`src/rtl/arm_control_unit.sv`:
```
// Multicycle ARM control unit: Moore FSM sequencing fetch, decode,
// data-processing, load/store and branch, plus condition-flag storage.
module arm_control_unit (
    input  logic       CLK,
    input  logic       reset,
    input  logic [3:0] Cond,
    input  logic [1:0] Op,
    input  logic [5:0] Funct,
    input  logic [3:0] Rd,
    input  logic [3:0] ALUFlags,
    output logic       IRWrite,
    output logic       PCWrite,
    output logic       PCSrc,
    output logic       MemtoReg,
    output logic       MemWrite,
    output logic       RegWrite,
    output logic [1:0] ALUControl,
    output logic [1:0] ALUSrc,
    output logic [1:0] ImmSrc,
    output logic [1:0] RegSrc,
    output logic [3:0] Flags,
    output logic [3:0] State
);

    typedef enum logic [3:0] {
        S_FETCH  = 4'd0,
        S_DECODE = 4'd1,
        S_EXEC   = 4'd2,
        S_ALUWB  = 4'd3,
        S_MEMADR = 4'd4,
        S_MEMRD  = 4'd5,
        S_MEMWB  = 4'd6,
        S_MEMWR  = 4'd7,
        S_BRANCH = 4'd8
    } state_t;

    state_t     r_state;
    state_t     w_next;
    logic [3:0] r_flags;
    logic [3:0] w_cmd;
    logic       w_n, w_z, w_c, w_v;
    logic       w_condex;
    logic [1:0] w_alu_op;
    logic       w_cmd_ok;
    logic       w_cmd_wr;
    logic       w_flag_upd;

    assign w_cmd = Funct[4:1];
    assign {w_n, w_z, w_c, w_v} = r_flags;
    assign Flags = r_flags;
    assign State = r_state;

    always_comb begin
        w_condex = 1'b0;
        case (Cond)
            4'b0000: w_condex = w_z;
            4'b0001: w_condex = !w_z;
            4'b0010: w_condex = w_c;
            4'b0011: w_condex = !w_c;
            4'b0100: w_condex = w_n;
            4'b0101: w_condex = !w_n;
            4'b0110: w_condex = w_v;
            4'b0111: w_condex = !w_v;
            4'b1000: w_condex = w_c && !w_z;
            4'b1001: w_condex = !w_c || w_z;
            4'b1010: w_condex = (w_n == w_v);
            4'b1011: w_condex = (w_n != w_v);
            4'b1100: w_condex = !w_z && (w_n == w_v);
            4'b1101: w_condex = w_z || (w_n != w_v);
            4'b1110: w_condex = 1'b1;
            default: w_condex = 1'b0;
        endcase
    end

    // CMP is a SUB that never writes a register; unknown cmds do nothing
    always_comb begin
        w_alu_op = 2'b00;
        w_cmd_ok = 1'b1;
        w_cmd_wr = 1'b1;
        case (w_cmd)
            4'b0100: w_alu_op = 2'b00;
            4'b0010: w_alu_op = 2'b01;
            4'b0000: w_alu_op = 2'b10;
            4'b1100: w_alu_op = 2'b11;
            4'b1010: begin
                w_alu_op = 2'b01;
                w_cmd_wr = 1'b0;
            end
            default: begin
                w_cmd_ok = 1'b0;
                w_cmd_wr = 1'b0;
            end
        endcase
    end

    assign w_flag_upd = (r_state == S_ALUWB) && w_condex && w_cmd_ok
                        && (Funct[0] || (w_cmd == 4'b1010));

    always_ff @(posedge CLK or posedge reset) begin
        if (reset) begin
            r_state <= S_FETCH;
            r_flags <= 4'b0000;
        end else begin
            r_state <= w_next;
            if (w_flag_upd) begin
                r_flags[3:2] <= ALUFlags[3:2];
                // logical ops keep the previous carry and overflow
                if (!w_alu_op[1])
                    r_flags[1:0] <= ALUFlags[1:0];
            end
        end
    end

    always_comb begin
        w_next     = S_FETCH;
        IRWrite    = 1'b0;
        PCWrite    = 1'b0;
        PCSrc      = 1'b0;
        MemtoReg   = 1'b0;
        MemWrite   = 1'b0;
        RegWrite   = 1'b0;
        ALUControl = 2'b00;
        ALUSrc     = 2'b00;
        ImmSrc     = 2'b00;
        RegSrc     = 2'b00;
        if (!reset) begin
            case (r_state)
                S_FETCH: begin
                    w_next  = S_DECODE;
                    IRWrite = 1'b1;
                    PCWrite = 1'b1;
                end
                S_DECODE: begin
                    case (Op)
                        2'b00:   w_next = S_EXEC;
                        2'b01:   w_next = S_MEMADR;
                        2'b10:   w_next = S_BRANCH;
                        default: w_next = S_FETCH;
                    endcase
                end
                S_EXEC, S_ALUWB: begin
                    w_next     = (r_state == S_EXEC) ? S_ALUWB : S_FETCH;
                    ALUControl = w_alu_op;
                    ALUSrc     = Funct[5] ? 2'b01 : 2'b00;
                    if (r_state == S_ALUWB && w_cmd_wr) begin
                        if (Rd == 4'd15) begin
                            PCSrc   = 1'b1;
                            PCWrite = w_condex;
                        end else begin
                            RegWrite = w_condex;
                        end
                    end
                end
                S_MEMADR, S_MEMRD, S_MEMWR, S_MEMWB: begin
                    ALUSrc = 2'b01;
                    ImmSrc = 2'b01;
                    case (r_state)
                        S_MEMADR: w_next = Funct[0] ? S_MEMRD : S_MEMWR;
                        S_MEMRD:  w_next = S_MEMWB;
                        default:  w_next = S_FETCH;
                    endcase
                    if (r_state == S_MEMWR) begin
                        RegSrc   = 2'b10;
                        MemWrite = w_condex;
                    end
                    if (r_state == S_MEMWB) begin
                        MemtoReg = 1'b1;
                        if (Rd == 4'd15) begin
                            PCSrc   = 1'b1;
                            PCWrite = w_condex;
                        end else begin
                            RegWrite = w_condex;
                        end
                    end
                end
                S_BRANCH: begin
                    RegSrc  = 2'b01;
                    ALUSrc  = 2'b01;
                    ImmSrc  = 2'b10;
                    PCSrc   = 1'b1;
                    PCWrite = w_condex;
                end
                default: w_next = S_FETCH;
            endcase
        end
    end

endmodule

```
`config.mk`:
```
export PLATFORM = sky130hd
export DESIGN_NAME = arm_control_unit
export DESIGN_NICKNAME = d
export VERILOG_FILES = /design/src/rtl/arm_control_unit.sv
export SDC_FILE = /design/constraint.sdc
export NUM_CORES = 1
export LEC_CHECK = 0
export BUFFER_PORTS_ARGS = -buffer_cell sky130_fd_sc_hd__buf_2
export CORE_UTILIZATION = 30
export DETAILED_ROUTE_END_ITERATION = 7
export PLACE_DENSITY_LB_ADDON = 0.3
export SYNTH_ARGS = -nofsm -noshare
export SYNTH_HDL_FRONTEND = slang
export SYNTH_SLANG_ARGS = --single-unit
export TNS_END_PERCENT = 20
```
`constraint.sdc`:
```
create_clock -name CLK -period 2.02 [get_ports CLK]
set_input_delay 0.101 -clock CLK [delete_from_list [all_inputs] [get_ports CLK]]
set_output_delay 0.101 -clock CLK [all_outputs]
set_load 0.05 [all_outputs]
```
==> flow_summary.ini <==
[final_layout]
layout.core_utilization_pct = 47.7
instances_no_fill = 184
diodes = 0
layout.cell_area.non_filler_um2 = 1180
area.sequential_um2 = 205
flow.area_growth_from_synthesis_pct = 51.4
number_of_inserted_filler_cells_in_the_final_layout = 263
multiInputGateArea_um2 = 582
final_nets = 177
layout-drive-gt1-share_pct = 50.0

[place]
placement.cell_area_um2 = 1060
hpwl_reported_at_the_end_of_detailed_placement_um = 1580
dp.cells = 175
io_buffers = 42
place_congestion = 0.818

[global_route]
global_route_wire_length_before_repair_um = 3240
initial_antenna_violation_count = 0
globalRouteTotalUtil_pct = 15.9
grt_start_max_net_pins = 12
grt-ovfl-total = 0
grt_pass1_vias = 790

[drt]
detail_route.wl_per_cell_um = 11.5
drt_wl_total_um = 2110
routedLengthMet1_um = 944
routed-wl-met2_um = 1070
detail-route-antenna-nets = 0
detailedRoute.firstPassIterationCount = 4
drt_first_iter_violations = 8
total_number_of_vias = 918
detail_route.vias_per_cell = 4.99
topRoutingLayerUsed = met3
detail_route.drc_violations = 0
detailroute.wirelength.met3_um = 102

[yosys]
avgSynthCellArea_um2 = 7.51
netlist_top_cells_area = sky130_fd_sc_hd__dfrtp_1 (26%), sky130_fd_sc_hd__nand2_1 (7.2%), sky130_fd_sc_hd__mux2_1 (5.8%)
synth_enable_flop_cells = 0
yosysTopAreaCell = sky130_fd_sc_hd__dfrtp_1
post_synth_inst_count = 104
cell_with_the_most_instances_after_synthesis = sky130_fd_sc_hd__nand2_1
asyncSetResetFlopFracSynth_pct = 100
yosysWarnings = 0
yosys_register_bits = 8
ys_seq_area_share_pct = 25.6
synth_top_area_share_pct = 25.6
post_synth_most_frequent_cells = sky130_fd_sc_hd__nand2_1 (15), sky130_fd_sc_hd__nor2_1 (11), sky130_fd_sc_hd__dfrtp_1 (8)
synth.net_count = 126
synth_ff_type = sky130_fd_sc_hd__dfrtp_1
synthesis.area_um2 = 781
yosys.cell_types.count = 37

[run]
max_cap_viol_count = 0

[floorplan]
fp.dieW_um = 53.0
die_h_um = 53.0
initial_utilization_pct = 31.5
io_pins = 44
core_area_um2 = 2480
design.die.area_um2 = 2810
rows = 18

[critical_path]
worstSetupPathType = register to output port
critPathTopFamily = compound AO/OA/AOI/OAI gates
critical_path_arrival_ns = 1.83
critical_path.max_fanout = 6
critical_path.reg2reg.endpoint = Flags[0]
worstReg2RegStart = Flags[3]
worstSetupPathDepth = 7
critical-path-slowest-cell = sky130_fd_sc_hd__dfrtp_2
r2r_setup_slack_ns = 0.09
reg2reg_depth = 7
worst-path-buf-inv = 1
setup.worst_path.end = PCWrite
timing.critical_path.slowest_cell_delay_ns = 0.44
critPathLaunch = Flags[2]
crit_path_start_kind = register
ordered_cell_list_for_the_critical_path = and3b_1 > a22oi_2 > o221a_2 > o32ai_4 > nor2_4 > o22ai_4 > buf_6
endpoint_kind = output port
crit_required_ns = 1.92

[sta]
drv_slew = 0
tns_ns = 0
fin_crit_ns = 1.93
max_freq_mhz = 517
setup_violations = 0
report.final.hold_viol_count = 0
fin_worst_skew_ns = 0.0107
setup_repair_after_global_routing_missed_its_margin = yes
final_min_period_over_clock_period_pct = 95.7

[clock_network]
cts_made_buffers = 3
clock_tree_from_tritoncts = done
max-clock-path-buffers = 2
master_cell_of_the_clock_root_buffer = sky130_fd_sc_hd__clkbuf_4
cts.sink_count = 8
h-tree-depth = 1
worst_skew_pair.late_latency_ns = 0.26
clk_pin_slew_worst_paths_ns = 0.06

[min_path]
whs_path_depth = 2
min_path_type = input port to register

[pwr]
ir_worst_vdd_mv = 0.381
power.static_leakage_nw = 0.610
power_per_cell_area_nw_per_um2 = 477
final_total_power_uw = 564

[run_status]
status = completed
==> registers in the layout, summed over array words and instances (netlist names) <==
name and cells:
Flags 4, State 4
==> per-layer routing <==
metal  vias up  track usage, %
met1       426            18.0
met2        23            28.9
met3         0            4.31
li1        469               -
met4         0            3.95
met5         -               0
==> per-stage QoR <==
step                setup slack, ns  hold WS, ns
finish                       0.0866       0.0373
global route                -0.0163       0.0293
CTS                         0.00438       0.0231
detailed placement           0.0776        0.103
global placement             0.0954        0.102
floorplan                    -0.212      -0.0835
==> cell usage in the layout, fill, tap and decap left out, types with 2 or more instances in the layout <==
| cell | instances |
|---|---|
| sky130_fd_sc_hd__nor2_2 | 3 |
| sky130_fd_sc_hd__o21ai_2 | 2 |
| sky130_fd_sc_hd__dfrtp_2 | 4 |
| sky130_fd_sc_hd__nor3_1 | 5 |
| sky130_fd_sc_hd__nor2b_1 | 5 |
| sky130_fd_sc_hd__a22oi_2 | 2 |
| sky130_fd_sc_hd__inv_1 | 6 |
| sky130_fd_sc_hd__buf_6 | 3 |
| sky130_fd_sc_hd__dfrtp_1 | 4 |
| sky130_fd_sc_hd__buf_4 | 9 |
| sky130_fd_sc_hd__nor2_1 | 7 |
| sky130_fd_sc_hd__o21ai_0 | 2 |
| sky130_fd_sc_hd__mux2_1 | 4 |
| sky130_fd_sc_hd__nand2_1 | 15 |
| sky130_fd_sc_hd__nor4_1 | 2 |
| sky130_fd_sc_hd__a31oi_1 | 3 |
| sky130_fd_sc_hd__nand2b_1 | 3 |
| sky130_fd_sc_hd__nor2b_2 | 2 |
| sky130_fd_sc_hd__buf_2 | 38 |
| sky130_fd_sc_hd__clkbuf_4 | 4 |
| sky130_fd_sc_hd__a21oi_1 | 6 |
==> final cells by class <==
| type | instances | share of cell area, % |
|---|---|---|
| Sequential cell | 8 | 17.4 |
| Timing Repair Buffer | 52 | 26.1 |
| Multi-Input combinational cell | 84 | 49.2 |
| Inverter | 6 | 1.90 |
| Clock buffer | 4 | 2.22 |
| Tap cell | 30 | 3.17 |
==> worst min-delay path by stage <==
stage               start       end  slack (ns)
finish              Op[0]  State[3]        0.04
global placement    reset  State[2]        0.10
detailed placement  reset  State[3]        0.10
global route        Op[0]  State[3]        0.03
CTS                 Op[0]  State[3]        0.02
floorplan           reset  Flags[0]       -0.08
==> power by group <==
| part | internal, mW | leakage, nW | switching, mW | total, mW |
|---|---|---|---|---|
| Sequential | 0.171 | 0.103 | 0.0144 | 0.186 |
| Clock | 0.0760 | 0.0150 | 0.0612 | 0.137 |
| Combinational | 0.0895 | 0.492 | 0.151 | 0.241 |
| Total | 0.337 | 0.610 | 0.227 | 0.564 |
==> repair_timing <==
| item | in CTS | in global routing |
|---|---|---|
| setup buffers | 0 | 4 |
| hold endpoints to repair | 8 | 0 |
| gates resized for setup | 8 | 9 |
| hold buffers | 1 | 0 |
| pin swaps | 0 | 7 |
| endpoints found under the setup margin | 4 | 5 |
==> cell families after synthesis <==
family          Yosys count  share of synthesized area [%]
flops                     8                           25.6
other cells               1                          0.480
buf+inv                  12                           8.01
mux                       6                           8.49
compound gates           24                           23.2
xor+xnor                  1                           1.12
simple gates             52                           33.0
Power figures use the tool's default switching activity.
